$ cat src/rtl/seq_pkg.sv
// rtl/seq_pkg.sv - shared types and lane constants for the UART/RAM sequencer
package seq_pkg;

  typedef enum logic [2:0] {
    IDLE,
    LOAD,
    LOAD_DONE,
    DUMP_RD,
    DUMP_WAIT,
    DUMP_TX,
    DUMP_DONE
  } state_t;

  localparam int LANE_MSB       = 3;
  localparam int BYTES_PER_WORD = 4;

endpackage

$ cat src/rtl/byte_packer.sv
// rtl/byte_packer.sv - MSB-first 4-to-1 byte assembler with a registered word strobe
module byte_packer
  import seq_pkg::*;
(
  input  logic        clk,
  input  logic        rst,
  input  logic        push,
  input  logic [7:0]  byte_data,
  output logic [1:0]  lane,
  output logic        word_valid,
  output logic [31:0] word
);

  logic [(BYTES_PER_WORD-1)*8-1:0] shreg;

  // Shift the first three bytes in; the fourth completes the word, which then
  // holds until the next completed word so a new byte 0 can arrive meanwhile.
  always_ff @(posedge clk or posedge rst) begin
    if (rst) begin
      lane       <= '0;
      shreg      <= '0;
      word       <= '0;
      word_valid <= 1'b0;
    end else begin
      word_valid <= 1'b0;
      if (push) begin
        if (lane == 2'(LANE_MSB)) begin
          word       <= {shreg, byte_data};
          word_valid <= 1'b1;
          lane       <= '0;
        end else begin
          shreg <= {shreg[(BYTES_PER_WORD-2)*8-1:0], byte_data};
          lane  <= lane + 2'd1;
        end
      end
    end
  end

endmodule

$ cat src/rtl/uart_ram_sequencer.sv
// rtl/uart_ram_sequencer.sv - loads packed UART bytes into RAM, then dumps RAM bytes to UART
module uart_ram_sequencer
  import seq_pkg::*;
#(
  parameter int LOAD_WORDS = 2405,
  parameter int LOAD_AW    = 12,
  parameter int DUMP_BYTES = 76800,
  parameter int DUMP_AW    = 17
) (
  input  logic               clk_i,
  input  logic               rst_i,
  input  logic               load_en_i,
  input  logic               dump_en_i,
  input  logic               rx_done_i,
  input  logic [7:0]         rx_byte_i,
  output logic               load_we_o,
  output logic [LOAD_AW-1:0] load_addr_o,
  output logic [31:0]        load_data_o,
  output logic               load_done_o,
  output logic               dump_en_o,
  output logic [DUMP_AW-1:0] dump_addr_o,
  input  logic [7:0]         dump_data_i,
  output logic               tx_start_o,
  output logic [7:0]         tx_byte_o,
  input  logic               tx_done_i,
  output logic               dump_done_o,
  output logic               busy_o
);

  localparam logic [LOAD_AW-1:0] LAST_WORD = LOAD_AW'(LOAD_WORDS - 1);
  localparam logic [DUMP_AW-1:0] LAST_BYTE = DUMP_AW'(DUMP_BYTES - 1);

  state_t             state_q, state_d;
  logic [LOAD_AW-1:0] word_cnt;
  logic [LOAD_AW-1:0] addr_q;
  logic [DUMP_AW-1:0] byte_cnt;
  logic [7:0]         tx_byte_q;
  logic               push;
  logic               word_fire;
  logic [1:0]         lane;
  logic               word_valid;
  logic [31:0]        word;

  assign push      = (state_q == LOAD) && load_en_i && rx_done_i;
  assign word_fire = push && (lane == 2'(LANE_MSB));

  byte_packer u_packer (
    .clk        (clk_i),
    .rst        (rst_i),
    .push       (push),
    .byte_data  (rx_byte_i),
    .lane       (lane),
    .word_valid (word_valid),
    .word       (word)
  );

  // State register.
  always_ff @(posedge clk_i or posedge rst_i) begin
    if (rst_i) state_q <= IDLE;
    else       state_q <= state_d;
  end

  // Next-state: load beats dump in IDLE; the load ends once the last word's write pulse is out.
  always_comb begin
    state_d = state_q;
    case (state_q)
      IDLE:      if (load_en_i) state_d = LOAD;
                 else if (dump_en_i) state_d = DUMP_RD;
      LOAD:      if (word_valid && addr_q == LAST_WORD) state_d = LOAD_DONE;
      LOAD_DONE: if (dump_en_i) state_d = DUMP_RD;
      DUMP_RD:   if (dump_en_i) state_d = DUMP_WAIT;
      DUMP_WAIT: state_d = DUMP_TX;
      DUMP_TX:   if (tx_done_i) state_d = (byte_cnt == LAST_BYTE) ? DUMP_DONE : DUMP_RD;
      DUMP_DONE: state_d = DUMP_DONE;
      default:   state_d = IDLE;
    endcase
  end

  // Word/byte counters saturate at their last index; the write address is latched as the word completes.
  always_ff @(posedge clk_i or posedge rst_i) begin
    if (rst_i) begin
      word_cnt  <= '0;
      addr_q    <= '0;
      byte_cnt  <= '0;
      tx_byte_q <= '0;
    end else begin
      if (word_fire) begin
        addr_q <= word_cnt;
        if (word_cnt != LAST_WORD) word_cnt <= word_cnt + 1'b1;
      end
      if (state_q == DUMP_WAIT) tx_byte_q <= dump_data_i;
      if (state_q == DUMP_TX && tx_done_i && byte_cnt != LAST_BYTE)
        byte_cnt <= byte_cnt + 1'b1;
    end
  end

  assign load_we_o   = word_valid;
  assign load_addr_o = addr_q;
  assign load_data_o = word;
  assign load_done_o = (state_q == LOAD_DONE);
  assign dump_en_o   = (state_q == DUMP_RD) && dump_en_i;
  assign dump_addr_o = byte_cnt;
  assign tx_start_o  = (state_q == DUMP_TX);
  assign tx_byte_o   = tx_byte_q;
  assign dump_done_o = (state_q == DUMP_DONE);
  assign busy_o      = !(state_q == IDLE || state_q == LOAD_DONE || state_q == DUMP_DONE);

endmodule

$ cat config.mk
export PLATFORM = sky130hd
export DESIGN_NAME = uart_ram_sequencer
export DESIGN_NICKNAME = d
export VERILOG_FILES = /design/src/rtl/seq_pkg.sv /design/src/rtl/byte_packer.sv /design/src/rtl/uart_ram_sequencer.sv
export SDC_FILE = /design/constraint.sdc
export NUM_CORES = 1
export LEC_CHECK = 0
export CAP_MARGIN = 20
export CORE_ASPECT_RATIO = 1.4
export CORE_MARGIN = 5
export CORE_UTILIZATION = 51
export CTS_BUF_LIST = sky130_fd_sc_hd__clkbuf_16
export DETAILED_ROUTE_END_ITERATION = 12
export PLACE_DENSITY = 0.77
export SLEW_MARGIN = 20
export SYNTH_ARGS = -nofsm -noshare
export SYNTH_HDL_FRONTEND = slang
export SYNTH_SLANG_ARGS = --single-unit
export TNS_END_PERCENT = 20
$ cat constraint.sdc
create_clock -name clk_i -period 4.6 [get_ports clk_i]
set_input_delay 0.92 -clock clk_i [delete_from_list [all_inputs] [get_ports clk_i]]
set_output_delay 0.92 -clock clk_i [all_outputs]
set_load 0.03 [all_outputs]
# == After elaboration in Yosys (flattened, before gate mapping) ==
# Index checks and enable logic that the tools add are counted.
# totals
register_bits,111
in_bits,22
output_inout_bits,75
word_cells,52
# classes
addsub,3
eq_ne,14
muxes,10
bitwise,1
reduce_logical,15
# op_table
op,count
$pmux 3 s7,1
$mux 3,6
$add 17x1->17 const B,1
$eq 17x17->1 const B,1
$ne 17x17->1 const B,1
$add 12x1->12 const B,1
$eq 12x12->1 const B,1
$ne 12x12->1 const B,1
$eq 3x3->1 const B,3
$logic_and 1x1->1,7
$eq 3x2->1 const B,2
$reduce_and 2->1,3
$ne 2x1->1 const B,2
$eq 3x1->1 const B,1
$logic_not 3->1,1
$reduce_and 3->1,1
$add 2x1->2 const B,1
$eq 2x2->1 const B,1
$logic_or 1x1->1,2
$mux 1,2
$mux 2,1
$ne 2x2->1 const B,1
$logic_not 1->1,1
$not 1->1,1

# == Logic depth before layout (Yosys ltp) ==
# depth
depth_word,5
mapped_depth,6
depth_no_buf,6

# == Modules after synthesis ==
# A second synthesis with hierarchy kept.
# unflattened
hier_cells,335
hier_area_um2,4738.3
# modules_own_cells
module,n_inst,cells_each,area_per_inst_um2,seq_area_each_um2
uart_ram_sequencer,1,206,2448.6,1301.2
byte_packer,1,129,2289.7,1476.4

# == Least setup slack after synthesis ==
# OpenSTA, ideal clock, no wires.
# synth_timing
path_kind,input-to-output
from,input port dump_en_i
to,output port dump_en_o
arrival_time_ns,1.428
required_time_ns,3.680
slack_ns,2.252
cell_stages,2
n_path_buf,0
cell_sequence,nand2b_1 -> nor2_1
# synth_via
elab_chain_cells,1
# synth_lines
item,line,source
start: declaration,uart_ram_sequencer.sv:13,"input logic dump_en_i,"
$logic_and 1x1->1,uart_ram_sequencer.sv:101,assign dump_en_o = (state_q == DUMP_RD) && dump_en_i;
end: declaration,uart_ram_sequencer.sv:20,"output logic dump_en_o,"
# No other way between the ends.

# == Worst setup path in the final report ==
# Ends and elaborated chain as after synthesis.

==> results.ini <==
[floorplan]
die_w_um=90.7
rows=41
die_area_sq_mm=0.0111
ioPinCount=97
start_util=0.517
die_height_um=123
core_sq_mm=0.00898

[clock_network]
cts_hold_buffers=0
cts_setup_buffers=0
cts_tree=yes
cts_root_buffer=clkbuf_16
path_clk_slew_ps=70
cts_buffers=9
cts.htree.levels=3
cts_resized=0
clock_latency_ps=340
cts.sinks=111
cts_buffer_depth=2

[routing]
num_vias=2933
wl_per_cell_um=16.9
dr.pass1.iters=4
via_per_inst=5.46
ant_nets=0
drc_errors=0
drt_iter0_markers=113
wl_um=9060

[final_layout]
drive_above_1_share=0.200
areaGrowthSynthToFinish_pct=28.8
fillCellCount=713
layout.nets=451
postLayoutCoreUtil=0.667
diodes=0

[grt]
grt_pass1_wl_um=15200
grt_use_total=0.169
grt_max_degree=89
grt_util_met1=0.209
met3_usage=0.0511
antenna_found_initial=0
met2_usage=0.282
top_usage_layer=met2
grt-ovfl-total=0
grt_pass1_vias=3114

[worst_setup_path]
cp_max_fo=3
path_buf_inv=2
required_ps=3680
cpMaxStageDelayCell=clkdlybuf4s50_1
crit_path_start_kind=primary input
cp_common_cell=clkdlybuf4s50_1
crit_start=dump_en_i
slowest_delay_ps=690
r2r_start=state_q[0]$_DFFE_PP0P_
cp_cell_sequence=clkdlybuf4s50_1 -> nand2b_1 -> nor2_1 -> clkdlybuf4s50_1
worst_setup_path_end_kind=primary output
critPathArrivalTime_ps=2350
critPathKind=primary input to primary output
path_delay_family=buffers and inverters

[synth]
synth_fp_nets=354
synthFlopType=dfrtp_1
synth_edf_count=0
mappedNetlistArea_sq_mm=0.00465
avgSynthCellArea_sq_um=14.2
ys_seq_area_frac=0.598
synth.most_common_cell=dfrtp_1
synth_area_leader_cell=dfrtp_1
synthTopCellsByArea=dfrtp_1 (60%), mux2_2 (15%), mux2_1 (4.6%), xnor2_1 (3.6%), nand4_1 (1.9%)
yosys_warnings=0
synth.distinct_cells=38
synth_top_area_share=0.598
synth-seq-cells=111
synth_cells=328
synthTopCellsByCount=dfrtp_1 (111), mux2_2 (62), mux2_1 (19), xnor2_1 (19), nand4_1 (14)
synthArstFlopShare=1.00

[placement]
dpl.hpwl_um=6210
gp_congestion=0.813
port_buffers=96

[sta]
period_needed_ps=3270
rsz0062_at_grt=no
finalMaxSlewViolations=0
fin_setup_tns_ps=0
hold_violations=0
fmax_ghz=0.306
slew_headroom=0.479
worst_pin_slew_ps=781
finalSetupViolCount=0
fin_skew_ps=6.32
post-route-period-util=0.711

[outcome]
status=finished, final reports clean

[pwr]
power-per-cell-area_mw_per_mm2=557
power.leakage_nw=2.68
vdd_ir_drop_max_v=0.000416

[worst_hold_path]
hold_path_class=register to register
hp-start=u_packer.shreg[17]$_DFFE_PP0P_

[run]
drv_cap=0

## sequential cells by signal, summed over array words and instances, names as in the netlist
signal and cells:
u_packer.lane 2, tx_byte_o 8, u_packer.word 32, word_cnt 12, state_q 3, u_packer.shreg 24
load_addr_o 12, dump_addr_o 17, u_packer.word_valid 1
## routing by layer
layer  wire (um)  share of wire
met1        3850           0.43
met5           0              0
met3         598          0.066
met4         106          0.012
met2        4500           0.50
## worst reg2reg max path: cells and delay by family, from the launching register on
kind | cells | cell delay (ps)
mux | 1 | 400
flops | 1 | 520
simple gates | 2 | 970
buf+inv | 1 | 480
## worst paths after layout
| check | slack (ps) | end | cells past startpoint |
|---|---|---|---|
| min in group asynchronous | 1120 | dump_addr_o[7]$_DFFE_PP0P_ | 2 |
| setup reg to reg | 2110 | u_packer.word[23]$_DFFE_PP0P_ | 4 |
| setup / recovery | 1330 | dump_en_o | 4 |
| hold reg to reg | 490 | u_packer.shreg[17]$_DFFE_PP0P_ | 1 |
| hold / removal | 490 | u_packer.shreg[17]$_DFFE_PP0P_ | 1 |
| max in group asynchronous | 2670 | word_cnt[1]$_DFFE_PP0P_ | 3 |
## report_power, final
group          total [mW]  internal [mW]  leakage [nW]  switching, mW
Clock               0.754          0.418         0.146          0.336
Sequential           1.44           1.25          1.47          0.193
Combinational        1.14          0.548          1.06          0.589
## final cells by class
cell class / count / area, sq um / share of cell area
Multi-Input combinational cell: 201 / 1790 / 0.299
Sequential cell: 111 / 2780 / 0.464
Clock inverter: 7 / 65.1 / 0.0109
Tap cell: 107 / 134 / 0.0224
Timing Repair Buffer: 98 / 976 / 0.163
Clock buffer: 9 / 225 / 0.0376
Inverter: 4 / 20.0 / 0.00335
## logic make-up after synthesis
family,share of synthesized area
fa+ha+maj,0.0108
compound gates,0.0129
xor+xnor,0.0509
mux,0.196
buf+inv,0.0186
flops,0.598
simple gates,0.113
## layout by cell type, fill, tap and decap left out, types with 2 or more instances in the layout
| master | n |
|---|---|
| dfrtp_1 | 111 |
| clkdlybuf4s50_1 | 96 |
| mux2_2 | 62 |
| xnor2_1 | 19 |
| mux2_1 | 19 |
| nand4_1 | 14 |
| nand3_1 | 11 |
| nand2_1 | 10 |
| clkbuf_16 | 9 |
| xor2_1 | 8 |
| nor2_1 | 7 |
| and4_1 | 6 |
| nor4bb_1 | 5 |
| nor3_1 | 5 |
| inv_1 | 4 |
| and3_1 | 4 |
| ha_1 | 4 |
| and4b_1 | 3 |
| nor3b_1 | 3 |
| nand2b_1 | 3 |
| clkinv_2 | 3 |
| a21oi_1 | 2 |
| a211o_1 | 2 |
| buf_4 | 2 |
## through the flow
| step | cell area (sq um) | std cells | hold slack [ps] | setup WS [ps] | power (mW) |
|---|---|---|---|---|---|
| 3_5_place_dp | 5690 | 521 | 474 | 1340 | 2.61 |
| 2_1_floorplan | 4650 | 328 | 452 | 749 | 2.15 |
| 4_1_cts | 5980 | 537 | 490 | 1340 | 3.37 |
| 5_1_grt | 5980 | 537 | 516 | 1280 | 3.51 |
| 3_3_place_gp | 5690 | 521 | 462 | 1360 | 2.57 |
| 6_report | 5980 | 537 | 486 | 1330 | 3.33 |
Power figures use the tool's default switching activity.
